$ cat config.mk
export PLATFORM = sky130hd
export DESIGN_NAME = sample_streamer
export DESIGN_NICKNAME = d
export VERILOG_FILES = /design/src/rtl/sample_streamer.sv
export SDC_FILE = /design/constraint.sdc
export NUM_CORES = 1
export LEC_CHECK = 0
export CORE_MARGIN = 4
export CORE_UTILIZATION = 55
export CTS_BUF_LIST = sky130_fd_sc_hd__clkbuf_8
export CTS_CLUSTER_DIAMETER = 150
export DETAILED_ROUTE_END_ITERATION = 10
export GPL_TIMING_DRIVEN = 0
export PLACE_DENSITY = 0.8
export SYNTH_ARGS = -nofsm -noshare
export SYNTH_HDL_FRONTEND = slang
export SYNTH_SLANG_ARGS = --single-unit
export TNS_END_PERCENT = 100
$ cat constraint.sdc
create_clock -name clk -period 5.08 [get_ports clk]
set_input_delay 1.016 -clock clk [delete_from_list [all_inputs] [get_ports clk]]
set_output_delay 1.016 -clock clk [all_outputs]
set_load 0.01 [all_outputs]
$ cat src/rtl/sample_streamer.sv
// Sample ROM address sequencer feeding a first-word-fall-through FIFO that sources a valid/ready stream.
// Define SAMPLE_STREAM_LOOP_EN to stream frames back-to-back until stop.
module sample_streamer #(
  parameter int ADDR_W      = 10,
  parameter int DATA_W      = 16,
  parameter int NUM_SAMPLES = 1024,
  parameter int BUF_DEPTH   = 4
) (
  input  logic              clk,
  input  logic              reset,
  input  logic              start,
  input  logic              stop,
  output logic [ADDR_W-1:0] rom_addr,
  input  logic [DATA_W-1:0] rom_data,
  output logic              m_valid,
  input  logic              m_ready,
  output logic [DATA_W-1:0] m_data,
  output logic              m_last,
  output logic              busy,
  output logic              done
);

  localparam int PTR_W = $clog2(BUF_DEPTH);
  localparam int CNT_W = PTR_W + 1;
  localparam logic [ADDR_W-1:0] LAST_ADDR = ADDR_W'(NUM_SAMPLES - 1);

  typedef enum logic [1:0] {IDLE, RUN, DRAIN} state_t;

  state_t            state, state_nxt;
  logic [DATA_W:0]   fifo_mem [BUF_DEPTH];
  logic [PTR_W-1:0]  wr_ptr, rd_ptr;
  logic [CNT_W-1:0]  count, count_nxt;
  logic [CNT_W:0]    credit_use;
  logic              vld_p1, last_p1;
  logic              pop, issue, last_exit, drained, done_nxt;
  logic [DATA_W:0]   head;

  assign head    = fifo_mem[rd_ptr];
  assign m_valid = (count != '0);
  assign m_data  = m_valid ? head[DATA_W-1:0] : '0;
  assign m_last  = m_valid & head[DATA_W];
  assign busy    = (state != IDLE);
  assign pop     = m_valid & m_ready;

  // Slots already committed (held + in flight), crediting a same-cycle pop
  assign credit_use = (CNT_W+1)'(count) + (CNT_W+1)'(vld_p1) - (CNT_W+1)'(pop);
  assign issue      = (state == RUN) && !stop && (credit_use < (CNT_W+1)'(BUF_DEPTH));
  assign count_nxt  = count + CNT_W'(vld_p1) - CNT_W'(pop);
  assign drained    = !vld_p1 && (count_nxt == '0);

`ifdef SAMPLE_STREAM_LOOP_EN
  assign last_exit = 1'b0;
`else
  assign last_exit = issue && (rom_addr == LAST_ADDR);
`endif

  always_comb begin
    state_nxt = state;
    done_nxt  = 1'b0;
    case (state)
      IDLE:    if (start) state_nxt = RUN;
      RUN:     if (stop || last_exit) state_nxt = DRAIN;
      DRAIN: begin
        if (drained) begin
          state_nxt = IDLE;
          done_nxt  = 1'b1;
        end
      end
      default: state_nxt = IDLE;
    endcase
  end

  // Stage p0: address issue and control state
  always_ff @(posedge clk or posedge reset) begin
    if (reset) begin
      state    <= IDLE;
      rom_addr <= '0;
      vld_p1   <= 1'b0;
      wr_ptr   <= '0;
      rd_ptr   <= '0;
      count    <= '0;
      done     <= 1'b0;
    end else begin
      state  <= state_nxt;
      done   <= done_nxt;
      vld_p1 <= issue;
      count  <= count_nxt;
      if (vld_p1) wr_ptr <= wr_ptr + PTR_W'(1);
      if (pop)    rd_ptr <= rd_ptr + PTR_W'(1);
      if (state == IDLE && start)
        rom_addr <= '0;
      else if (issue)
        rom_addr <= (rom_addr == LAST_ADDR) ? '0 : rom_addr + ADDR_W'(1);
    end
  end

  // Stage p1: ROM data returns and is captured with its frame-end tag
  always_ff @(posedge clk) begin
    last_p1 <= issue && (rom_addr == LAST_ADDR);
    if (vld_p1) fifo_mem[wr_ptr] <= {last_p1, rom_data};
  end

endmodule

# Word level (Yosys, flattened, before mapping)
# Memories as Yosys holds them, arrays and structs flattened.
# Index checks and enable logic that the tools add are counted.
# word_totals
ff_bits,22
latchBits,0
ramBits,68
romBits,0
input_bits,21
output_inout_bits,30
mem_count,1
# op_classes
add_sub_neg,7
n_mul,0
div,0
magnitude_cmp,1
n_eq_ne,6
shift,0
mux,12
bitwise_logic,2
n_reduce_logical,14
# mem_list
memory,depth,width,read_ports,rd_ports_with_merged_regs,write_ports,line,rtl
fifo_mem,4,17,1,0,1,30,logic [DATA_W:0] fifo_mem [BUF_DEPTH];
# op_table
cell,count
$mux 10,3
$mux 16,1
$add 10x1->10 const B,1
$eq 10x10->1 const B,1
$mux 2,3
$pmux 2 s3,1
$logic_and 1x1->1,5
$add 2x1->2 const B,2
$add 3x1->4,1
$lt 4x3->1 const B,1
$mux 1,4
$ne 2x2->1 const B,2
$reduce_bool 2->1,2
$sub 4x1->4,1
$add 3x1->3,1
$logic_not 3->1,1
$reduce_and 3->1,1
$reduce_bool 3->1,1
$sub 3x1->3,1
$and 1x1->1,2
$eq 2x1->1 const B,1
$eq 2x2->1 const B,1
$logic_not 1->1,2
$logic_not 2->1,1
other kinds (2),2

# Logic depth before layout (Yosys ltp)
# depth
word_depth,9
mapped_depth,14

# Worst setup path after synthesis
# No wires, ideal clock.
# synth_timing
kind,in2reg
start,input port m_ready
end,register rom_addr[4]
setup_ns,0.083
arrival_ns,3.238
path_slack_ns,1.760
path_stages,12
n_path_buf,1
cell_sequence,and2_1 ha_1 inv_1 ha_1 inv_1 fa_1 xor2_1 inv_1 a211o_1 buf_6 a2111o_1 o21ai_0
# synth_via
elab_chain_cells,5
# synth_lines
item,line,rtl
start: declaration,16,"input logic m_ready,"
$and 1x1->1,43,assign pop = m_valid & m_ready;
$sub 4x1->4,46,assign credit_use = (CNT_W+1)'(count) + (CNT_W+1)'(vld_p1) - (CNT_W+1)'(pop);
$lt 4x3->1,47,assign issue = (state == RUN) && !stop && (credit_use < (CNT_W+1)'(BUF_DEPTH));
$logic_and 1x1->1,47,
$reduce_bool 2->1 (no source line),--,
end signal: assignment,93,rom_addr <= (rom_addr == LAST_ADDR) ? '0 : rom_addr + ADDR_W'(1);
end: declaration,13,"output logic [ADDR_W-1:0] rom_addr,"
# Every way passes these cells.
# A chain may end at the register's enable or synchronous reset.

# Worst setup path in the final report
# layout_timing
start,register rd_ptr[1]
end,output port m_data[11]
# layout_via
elab_chain_cells,2
# layout_lines
item,line,rtl
start: declaration,31,"logic [PTR_W-1:0] wr_ptr, rd_ptr;"
start signal: assignment,89,if (pop) rd_ptr <= rd_ptr + PTR_W'(1);
$mem_v2 4x17,--,
$mux 16,40,assign m_data = m_valid ? head[DATA_W-1:0] : '0;
end: declaration,17,"output logic [DATA_W-1:0] m_data,"
# Every way passes these cells.

==> run summary <==
The sequential cell area fraction in the yosys report is 67.4%. The maximum fanout encountered on the critical timing path is 10. The flip-flop cell with the highest count after synthesis is sky130_fd_sc_hd__edfxtp_1. The endpoint of the worst-slack reg-to-reg timing path is rom_addr[9]. Timing would allow up to roughly 0.27 GHz.

The core region is about 6800 um2. Measured in cells, the most critical reg-to-reg path has a length of 14. The total routing usage reported by global routing is 17.9%. The aggregate global routing overflow is 0. At the end of the flow the core is filled with cells to 68.8%. The path class of the tightest hold or removal check is flip-flop to flip-flop.

The overall via count from detail_route came out at 2219. Setup slack on the worst reg-to-reg path comes out at 1450 ps. The standby leakage power came out at 1.66 nW.

The repair_antennas step left the layout with diodes totalling 0. The initial standard-cell utilization of the core came out at between 50% and 60%. The layer flagged by global routing as most heavily used is met2.

The count of buffers from port buffering came out at 50. The post-detailed-placement half-perimeter wirelength is 4510 um. The hold path endpoint is fifo_mem[0][16].

The via count of the first global-routing pass came to roughly 2400. After layout, the worst path uses between 70% and 80% of the clock period. The transition time of the tightest slew-check pin is 881 ps. Counting every instance in the synthesized netlist gives 242. The most frequent cell on the critical path is sky130_fd_sc_hd__clkbuf_1.

The total placed cells including tap cells is 388. The number of setup buffers added after CTS is 0. Clock-pin slew was measured on the worst setup and hold paths at 90 ps. Sorting the synthesized cells by area gives the leading types as sky130_fd_sc_hd__edfxtp_1 (53%), sky130_fd_sc_hd__dfrtp_1 (14%), sky130_fd_sc_hd__mux4_2 (10%). The total setup violations reported at the end of the flow is 0. The proportion of netlist area held by the largest area contributor is between 50% and 60%. The cell accounting for the most synthesized area is sky130_fd_sc_hd__edfxtp_1. The number of max-slew violations in the final report was 0. The worst setup path is of the flip-flop to output port kind. When the netlist entered floorplanning its net count stood at 273. The number of routed nets with antenna violations came out at 0.

The x dimension of the die came out at 91.6 um. The largest net degree at the start of global routing is 22. The required time of the worst setup path is 4060 ps.

The number of clock buffers added by TritonCTS is 9. The cell type group with the largest total delay on the critical path is buffers and inverters. The final-layout setup total negative slack came out at 0 ps. The post-detailed-route DRC marker count is 0. The later-pin clock latency in the skew report came out at ~350 ps. The number of buffers and inverters on the critical path came out at 3. The number of maximum-capacitance violations is 0. The fraction of final layout cells sized beyond drive strength 1 came out at 13.4%. STA classifies the critical path endpoint as an output port. Using the TritonRoute via totals, the vias-per-cell ratio works out to about 5.5. The slowest stage of the critical path is the sky130_fd_sc_hd__clkbuf_1 cell.

Along the worst hold path, the cell count comes to 0. The startpoint type of the worst setup path is a flip-flop. The synthesis-to-layout area growth is 21.7%.

The number of non-filler instances in the completed layout is 403. After the first detailed-routing iteration, the DRC count stood at 141. The initial antenna violation count is 0. The final layout contains routed wiring with a total length of 6780 um.

The number of hold buffers added after CTS came out at 0. By count the netlist is led by sky130_fd_sc_hd__edfxtp_1 (68), sky130_fd_sc_hd__and2_1 (23), sky130_fd_sc_hd__dfrtp_1 (21). Overall power consumption after layout is estimated at 2.28 mW.

The synthesized area came out at 3840 um2. The clock tree root buffer cell is sky130_fd_sc_hd__clkbuf_8. The global placer's final weighted congestion came out at 0.897. The startpoint of the most critical hold path is last_p1. STA puts the critical path data arrival time at 2680 ps. The H-tree was split into 3 levels. Yosys instantiated no cell more often than sky130_fd_sc_hd__edfxtp_1.

The average routed wire per standard cell came out at 16.8 um. Dividing the synthesized area by the synthesized cell count gives 15.9 um2. The count of state elements after synthesis is 90. In the global route stage, met3 resource usage came out at 4.39%. The die outline area came out at 8390 um2. The vertical die dimension came out at 91.6 um.

In this run the power density over the cells is roughly 490 nW/um2. The largest single stage delay on the critical path is between 500 and 600 ps. The clock net sink count came out at 90. The number of gates given a new drive strength after cts came out at 0. At the end of the flow, the number of nets in the layout was 334. The wire length of the first global-routing pass came out at 11600 um.

The first detailed-routing pass ran for 4 iterations. The worst register-to-register path begins at count[1]. TritonCTS built the clock tree.

The worst slew margin relative to its limit came out at between 40% and 50%. For this run, asynchronously set or reset flops after synthesis account for approximately a quarter. Across the routed clock network, the largest skew measured is 5.56 ps.

The number of failing hold endpoints at the final stage is 0. The worst voltage drop across the vdd grid came out at 0.000208 V. Counting flops with a built-in enable in the synthesized netlist gives 68. The count of pins on the block boundary came out at 51. Subtracting the final worst setup slack from the clock period gives 3700 ps. Setup repair after global routing left no endpoint under its margin.

The number of warnings issued by yosys is 0. The number of buffers on the longest clock path is 2. Traced cell by cell, the critical path runs through clkbuf_1 -> clkbuf_1 -> mux4_2 -> and2_1 -> clkdlybuf4s50_1.

The flow ran to the end, and the final reports show no timing, DRC or antenna violations. The placement row count came out at 30. The met2 demand-to-capacity share in global routing is 28.8%. The global-route met1 utilization is 23.5%. The number of different library cells in the post-synthesis netlist came out at 40.
worst register-to-register path, stage by stage (launching register included):
cell	delay, ps
sky130_fd_sc_hd__dfrtp_1	430
sky130_fd_sc_hd__or3_1	390
sky130_fd_sc_hd__clkbuf_1	230
sky130_fd_sc_hd__and2_1	250
sky130_fd_sc_hd__ha_1	270
sky130_fd_sc_hd__inv_1	50
sky130_fd_sc_hd__ha_1	150
sky130_fd_sc_hd__inv_1	50
sky130_fd_sc_hd__fa_1	370
sky130_fd_sc_hd__xor2_1	330
sky130_fd_sc_hd__inv_1	130
sky130_fd_sc_hd__a211o_1	310
sky130_fd_sc_hd__buf_6	150
sky130_fd_sc_hd__a211oi_1	230
sky130_fd_sc_hd__o221a_2	220
per-layer routing:
layer | routed length [um] | share of wire [%]
met5 | 0 | 0
met1 | 2820 | 42
met2 | 3420 | 50
met4 | 97 | 1.4
met3 | 440 | 6.5
state kept, by name (all words and copies together), names as in the netlist:
register,cells
fifo_mem,68
rom_addr,10
count,3
rd_ptr,2
state,2
wr_ptr,2
done,1
last_p1,1
vld_p1,1
area by class of cell:
class / instances / area (um2)
clock inverters: 6 / 90.1
fillers: 456 / 2120
plain buffers: 10 / 48.8
inverters: 16 / 60.1
multi-input cells: 126 / 1140
repair buffers: 50 / 500
clock buffers: 9 / 124
well taps: 96 / 120
flip-flops and latches: 90 / 2590
worst max path at each step:
stage / cells after the start / end / from
after global placement: 13 / state[0] / m_ready
after detailed placement: 13 / state[0] / m_ready
after CTS: 5 / m_data[11] / rd_ptr[1]
final: 5 / m_data[11] / rd_ptr[1]
after global routing: 13 / rom_addr[3] / count[1]
after floorplan: 12 / rom_addr[4] / m_ready
cells by family after synthesis:
group	count (synthesis)	share of synthesized area [%]
and+or+nand+nor	65	9.61
buffers and inverters	26	2.83
xor gates and xnor gates	4	0.912
adders and majority gates	10	3.45
AOI/OAI and AO/OA	26	4.79
DFF	90	67.4
muxes	21	11.0
placed cells by master, fill, tap and decap left out, types with 4 or more instances in the layout:
cell | netlist | layout
sky130_fd_sc_hd__edfxtp_1 | 68 | 68
sky130_fd_sc_hd__clkdlybuf4s50_1 | 0 | 50
sky130_fd_sc_hd__and2_1 | 23 | 23
sky130_fd_sc_hd__dfrtp_1 | 21 | 21
sky130_fd_sc_hd__mux4_2 | 17 | 17
sky130_fd_sc_hd__inv_1 | 16 | 16
sky130_fd_sc_hd__nand2_1 | 13 | 13
sky130_fd_sc_hd__ha_1 | 9 | 9
sky130_fd_sc_hd__clkbuf_8 | 0 | 9
sky130_fd_sc_hd__nand3_1 | 8 | 8
sky130_fd_sc_hd__clkbuf_1 | 6 | 6
sky130_fd_sc_hd__a21oi_1 | 6 | 6
sky130_fd_sc_hd__o21ai_0 | 5 | 5
sky130_fd_sc_hd__nor2_1 | 4 | 4
sky130_fd_sc_hd__nand2b_1 | 4 | 4
stage by stage:
stage	setup slack (ps)	cell area (um2)	hold slack [ps]
after floorplan	1760	3840	438
after global placement	1170	4460	452
after detailed placement	1140	4460	469
after CTS	1300	4680	490
after global routing	1140	4680	499
final	1380	4680	484
power breakdown:
group | switching [mW] | internal, mW | total (mW) | leakage (nW)
Combinational | 0.397 | 0.455 | 0.853 | 0.659
Clock | 0.246 | 0.277 | 0.523 | 0.106
Sequential | 0.0409 | 0.865 | 0.906 | 0.892
Power figures use the tool's default switching activity.
